$ cat src/rtl/fc_pkg.sv
// -----------------------------------------------------------------------------
// fc_pkg.sv -- shared Fibre Channel definitions (package fc).
//
// Purpose : ordered-set decoding, FC CRC-32 constants and per-byte update
//           helper, RX frame checker error-bit indices, state encoding and
//           statistics register addresses.
// Ports   : none (package).
// Config  : FC_RX_FRAME_CHECK_CRC_EN is consumed by the users of this package.
// -----------------------------------------------------------------------------
package fc;

  // FC CRC-32: normal-form polynomial, its bit-reflected form used by the
  // LSB-first shift, and the register preset.
  localparam logic [31:0] FC_CRC32_POLY      = 32'h04C1_1DB7;
  localparam logic [31:0] FC_CRC32_POLY_REFL = 32'hEDB8_8320;
  localparam logic [31:0] FC_CRC32_PRESET    = 32'hFFFF_FFFF;

  // Bit positions inside the RX checker per-frame error vector.
  localparam int ERR_CRC   = 0;
  localparam int ERR_LEN   = 1;
  localparam int ERR_ABORT = 2;

  typedef enum logic [0:0] {
    RX_OUT_OF_FRAME = 1'b0,
    RX_IN_FRAME     = 1'b1
  } rx_check_state_t;

  // Statistics register map of the RX checker.
  localparam logic [2:0] STAT_ADDR_GOOD    = 3'd0;
  localparam logic [2:0] STAT_ADDR_CRC_ERR = 3'd1;
  localparam logic [2:0] STAT_ADDR_LEN_ERR = 3'd2;
  localparam logic [2:0] STAT_ADDR_ABORTED = 3'd3;
  localparam logic [2:0] STAT_ADDR_STATE   = 3'd4;

  typedef enum logic [2:0] {
    PRIM_NONE,
    PRIM_SOFI3,
    PRIM_SOFN3,
    PRIM_EOFN,
    PRIM_EOFT,
    PRIM_EOFA
  } prim_t;

  // Ordered sets start with K28.5 (0xBC). Byte 2 of an EOF changes with the
  // running disparity, so only bytes 3, 1 and 0 identify the primitive.
  function automatic prim_t map_primitive(input logic [31:0] w);
    prim_t p;
    p = PRIM_NONE;
    if (w[31:24] == 8'hBC) begin
      case (w[15:0])
        16'h5656: p = PRIM_SOFI3;
        16'h3636: p = PRIM_SOFN3;
        16'hD5D5: p = PRIM_EOFN;
        16'h7575: p = PRIM_EOFT;
        16'hF5F5: p = PRIM_EOFA;
        default:  p = PRIM_NONE;
      endcase
    end
    return p;
  endfunction

  // One byte of reflected CRC-32, byte bits consumed LSB first.
  function automatic logic [31:0] crc32_byte(input logic [31:0] crc,
                                             input logic [7:0]  b);
    logic [31:0] c;
    c = crc ^ {24'h0, b};
    for (int i = 0; i < 8; i++) begin
      c = c[0] ? ((c >> 1) ^ FC_CRC32_POLY_REFL) : (c >> 1);
    end
    return c;
  endfunction

endpackage

$ cat src/rtl/fc_crc32_word.sv
// -----------------------------------------------------------------------------
// fc_crc32_word.sv -- combinational FC CRC-32 update for one 32-bit word.
//
// Ports   : crc_in  [31:0] running CRC register value
//           data    [31:0] word to absorb, byte [31:24] first
//           crc_out [31:0] updated CRC
// -----------------------------------------------------------------------------
module fc_crc32_word
  import fc::*;
(
  input  logic [31:0] crc_in,
  input  logic [31:0] data,
  output logic [31:0] crc_out
);

  always_comb begin
    crc_out = crc_in;
    for (int b = 3; b >= 0; b--) begin
      crc_out = crc32_byte(crc_out, data[b*8 +: 8]);
    end
  end

endmodule

$ cat config.mk
export PLATFORM = sky130hd
export DESIGN_NAME = fc_crc32_word
export DESIGN_NICKNAME = d
export VERILOG_FILES = /design/src/rtl/fc_pkg.sv /design/src/rtl/fc_crc32_word.sv
export SDC_FILE = /design/constraint.sdc
export NUM_CORES = 1
export LEC_CHECK = 0
export BUFFER_PORTS_ARGS = -buffer_cell sky130_fd_sc_hd__buf_4
export CAP_MARGIN = 20
export CORE_ASPECT_RATIO = 0.8
export CORE_UTILIZATION = 51
export DETAILED_ROUTE_END_ITERATION = 10
export GPL_ROUTABILITY_DRIVEN = 0
export MAX_ROUTING_LAYER = met4
export PLACE_DENSITY = 0.81
export SYNTH_ARGS = -nofsm -noshare
export SYNTH_HDL_FRONTEND = slang
export SYNTH_SLANG_ARGS = --single-unit
$ cat constraint.sdc
create_clock -name vclk -period 3.55
set_input_delay 0.355 -clock vclk [all_inputs]
set_output_delay 0.355 -clock vclk [all_outputs]
set_load 0.005 [all_outputs]
==> results.py, run 1 <==
metrics = {
    "floorplanning": {
        "start_util": 0.5356,
        "fp-row-count": 26,
        "die_w_microns": 94.42,
        "die_h_microns": 75.93,
        "io_pins": 96,
    },
    "yosys": {
        "synthCells": 237,
        "avgSynthCellArea_sq_um": 14.70,
        "seq_area_frac_synth": 0,
        "yosysWarnings": 0,
        "ys_top_cells_by_area": "xnor3_1 (45%), xnor2_1 (24%), xor2_1 (9.0%)",
        "yosys.area.top_type": "xnor3_1",
        "syn-cell-area_sq_um": 3485,
        "synth.distinct_cells": 11,
        "synth_top_cell_area_share": 0.4460,
        "syn-num-nets": 301,
    },
    "sta": {
        "worstEpCategory": "primary output",
        "worst_endpoint": "crc_out[22]",
    },
    "place": {
        "place_inst": 534,
        "port_buffers": 96,
        "dp.final_hpwl_microns": 8556,
        "placed_area_sq_um": 5219,
    },
    "run_status": {
        "error_line": "[ERROR DPL-0038] Utilization greater than 100%, impossible to legalize",
        "outcome": "did not finish",
        "stop_stage": "global routing (5_1_grt)",
    },
    "global_route": {
        "grt_max_degree": 7,
    },
}
[synth_stat cells, drive strengths merged]
cell and number:
xor3 10, xnor2 108, xor2 41, xnor3 77, inv 1
[metrics by stage]
| step | hold WS [ps] | utilization | setup WS [ps] |
|---|---|---|---|
| 2_1_floorplan | 1268 | - | -37.75 |
| 3_3_place_gp | 1623 | 0.8021 | -225.9 |
| 3_5_place_dp | 1631 | 0.8021 | -311.8 |
| 4_1_cts | 1594 | 0.9119 | -120.0 |
[cell families after synthesis]
kind of cell,synth area share
xor gates and xnor gates,0.9989
buffers and inverters,0.001076
[what timing repair did]
action                                  in CTS
buffers inserted                            38
hold buffers                                 0
gates resized for setup                     74
pin swaps                                   41
endpoints found under the setup margin      28
==> run 2, diff against run 1 <==
--- a/config.mk
+++ b/config.mk
@@ -7,12 +7,10 @@
 export LEC_CHECK = 0
 export BUFFER_PORTS_ARGS = -buffer_cell sky130_fd_sc_hd__buf_4
 export CAP_MARGIN = 20
-export CORE_ASPECT_RATIO = 0.8
-export CORE_UTILIZATION = 51
+export CORE_UTILIZATION = 40
 export DETAILED_ROUTE_END_ITERATION = 10
 export GPL_ROUTABILITY_DRIVEN = 0
-export MAX_ROUTING_LAYER = met4
-export PLACE_DENSITY = 0.81
+export PLACE_DENSITY_LB_ADDON = 0.15
 export SYNTH_ARGS = -nofsm -noshare
 export SYNTH_HDL_FRONTEND = slang
 export SYNTH_SLANG_ARGS = --single-unit
==> constraint.sdc (replaced) <==
create_clock -name vclk -period 4.6
set_input_delay 0.46 -clock vclk [all_inputs]
set_output_delay 0.46 -clock vclk [all_outputs]
set_load 0.005 [all_outputs]
==> run 2 against run 1 <==
  * The flow now finishes without violations
  * Synthesized cell count unchanged
  * Area after synthesis stayed put
==> results.py, run 2 <==
metrics = {
    "run_status": {
        "outcome": "completed",
    },
    "final_layout": {
        "antenna_cells": 0,
        "mostFrequentLayoutCell": "buf_4",
        "layout_common_cells": "buf_4 (120), xnor2_1 (95), xnor3_1 (69)",
        "nClkBuffers": 0,
        "seq_cells": 0,
        "fillers": 738,
        "multi_input_area_sq_um": 3481,
        "layout-drive-gt1-share": 0.4146,
        "nNetsFinal": 423,
        "seq_area_sq_um": 0,
        "syn_to_final_growth_pct": 29.62,
        "fin_cells": 462,
    },
    "sta": {
        "slew_violations": 0,
        "hold_viol": 0,
        "worst_slew_pin_slew_ps": 754.2,
        "fmax_mhz": 230.0,
        "max_slew_margin": 0.4936,
        "setup_tns_ps": 0,
        "rsz0062_at_grt": "false",
        "period_minus_slack_ps": 4347,
        "finalCritPeriodShare": 0.9451,
        "setup_viol": 0,
    },
    "run": {
        "cap_violations": 0,
    },
    "yosys": {
        "ys_top_cells_by_area": "xnor3_1 (45%), xnor2_1 (24%), xor2_1 (9.0%)",
        "avgSynthCellArea_sq_um": 14.70,
        "synth.distinct_cells": 11,
        "yosysWarnings": 0,
        "yosys.area.top_type": "xnor3_1",
        "synthTopCellsByCount": "xnor2_1 (95), xnor3_1 (69), xor2_1 (36)",
        "synth_top_cell_area_share": 0.4460,
        "synth.most_common_cell": "xnor2_1",
        "seq_area_frac_synth": 0,
        "synthCells": 237,
        "syn-cell-area_sq_um": 3485,
        "syn-num-nets": 301,
    },
    "worst_setup_path": {
        "critPathRequiredTime_ps": 4140,
        "worstSetupPathType": "input pin to output port",
        "startpoint_type": "input pin",
        "endpoint_kind": "output port",
        "worstPathMaxFanout": 8,
        "crit_arrival_ps": 3890,
        "startpoint": "data[28]",
    },
    "place": {
        "port_buffers": 96,
        "dp.final_hpwl_microns": 7045,
        "place_inst": 462,
    },
    "drt": {
        "wirelength_microns": 8139,
        "ant_nets": 0,
        "routedWlPerCell_microns": 17.62,
        "drc": 0,
        "num_vias": 2100,
        "viasPerCell": 4.545,
        "firstDrtPassIters": 4,
        "drtIter0Drc": 39,
    },
    "floorplanning": {
        "die_w_microns": 95.34,
        "die_h_microns": 95.34,
        "dieArea_sq_um": 9089,
        "core_sq_um": 8341,
        "io_pins": 96,
        "fp-row-count": 33,
        "start_util": 0.4178,
    },
    "global_route": {
        "grt_max_degree": 9,
        "overflow": 0,
        "grt_antenna_before_repair": 0,
        "grt_pass1_vias": 2251,
        "gr-usage-all-layers": 0.1881,
        "grt_first_pass_wirelength_microns": 12440,
    },
    "clocking": {
        "cts_resized": 0,
        "cts_hold_buf": 0,
        "postCtsSetupBuffers": 0,
    },
    "min_path": {
        "hp-class": "input pin to output port",
        "holdCritStartpoint": "data[15]",
    },
}
==> run 2: critical path, stage by stage <==
cell and delay (ps):
buf_4 130, xor2_4 310, xnor3_2 580, xnor3_2 470
xnor3_2 450, xnor3_2 480, xnor3_2 510, xnor3_1 360
buf_4 140
==> run 2: kinds of logic after synthesis <==
| family | after synthesis | share of synthesized area |
|---|---|---|
| XOR/XNOR | 236 | 0.9989 |
| buffers and inverters | 1 | 0.001076 |
==> run 2: metrics by stage <==
step	setup WS (ps)	hold WS, ps	utilization	area, sq um
2_1_floorplan	649.7	1478	-	3485
3_3_place_gp	286.7	1866	0.5416	4517
3_5_place_dp	235.5	1831	0.5416	4517
4_1_cts	224.4	1841	0.5416	4517
5_1_grt	135.6	1875	0.5416	4517
6_report	252.6	1828	0.5416	4517
==> run 2: cell type report <==
type | instances | area share
multi-input combinational | 236 | 0.7706
tap | 105 | 0.02909
inverter | 1 | 0.0008310
timing repair buffer | 120 | 0.1994
==> run 2: path summary, 6_finish.rpt <==
kind                      end  slack (ps)  cells after the start
setup / recovery  crc_out[22]         250                      9
hold / removal     crc_out[1]        1830                      7
==> run 2: layer usage <==
layer	GRT usage	wire, microns	vias to the layer above
li1	-	-	1040
met5	0	0	-
met3	0	326	2
met2	0.3470	4070	62
met1	0.2617	3729	996
met4	0.007576	12	0
Power of run 2 is not shown: default switching activity piles up to over one toggle a cycle in this logic, so the estimate is an artifact.
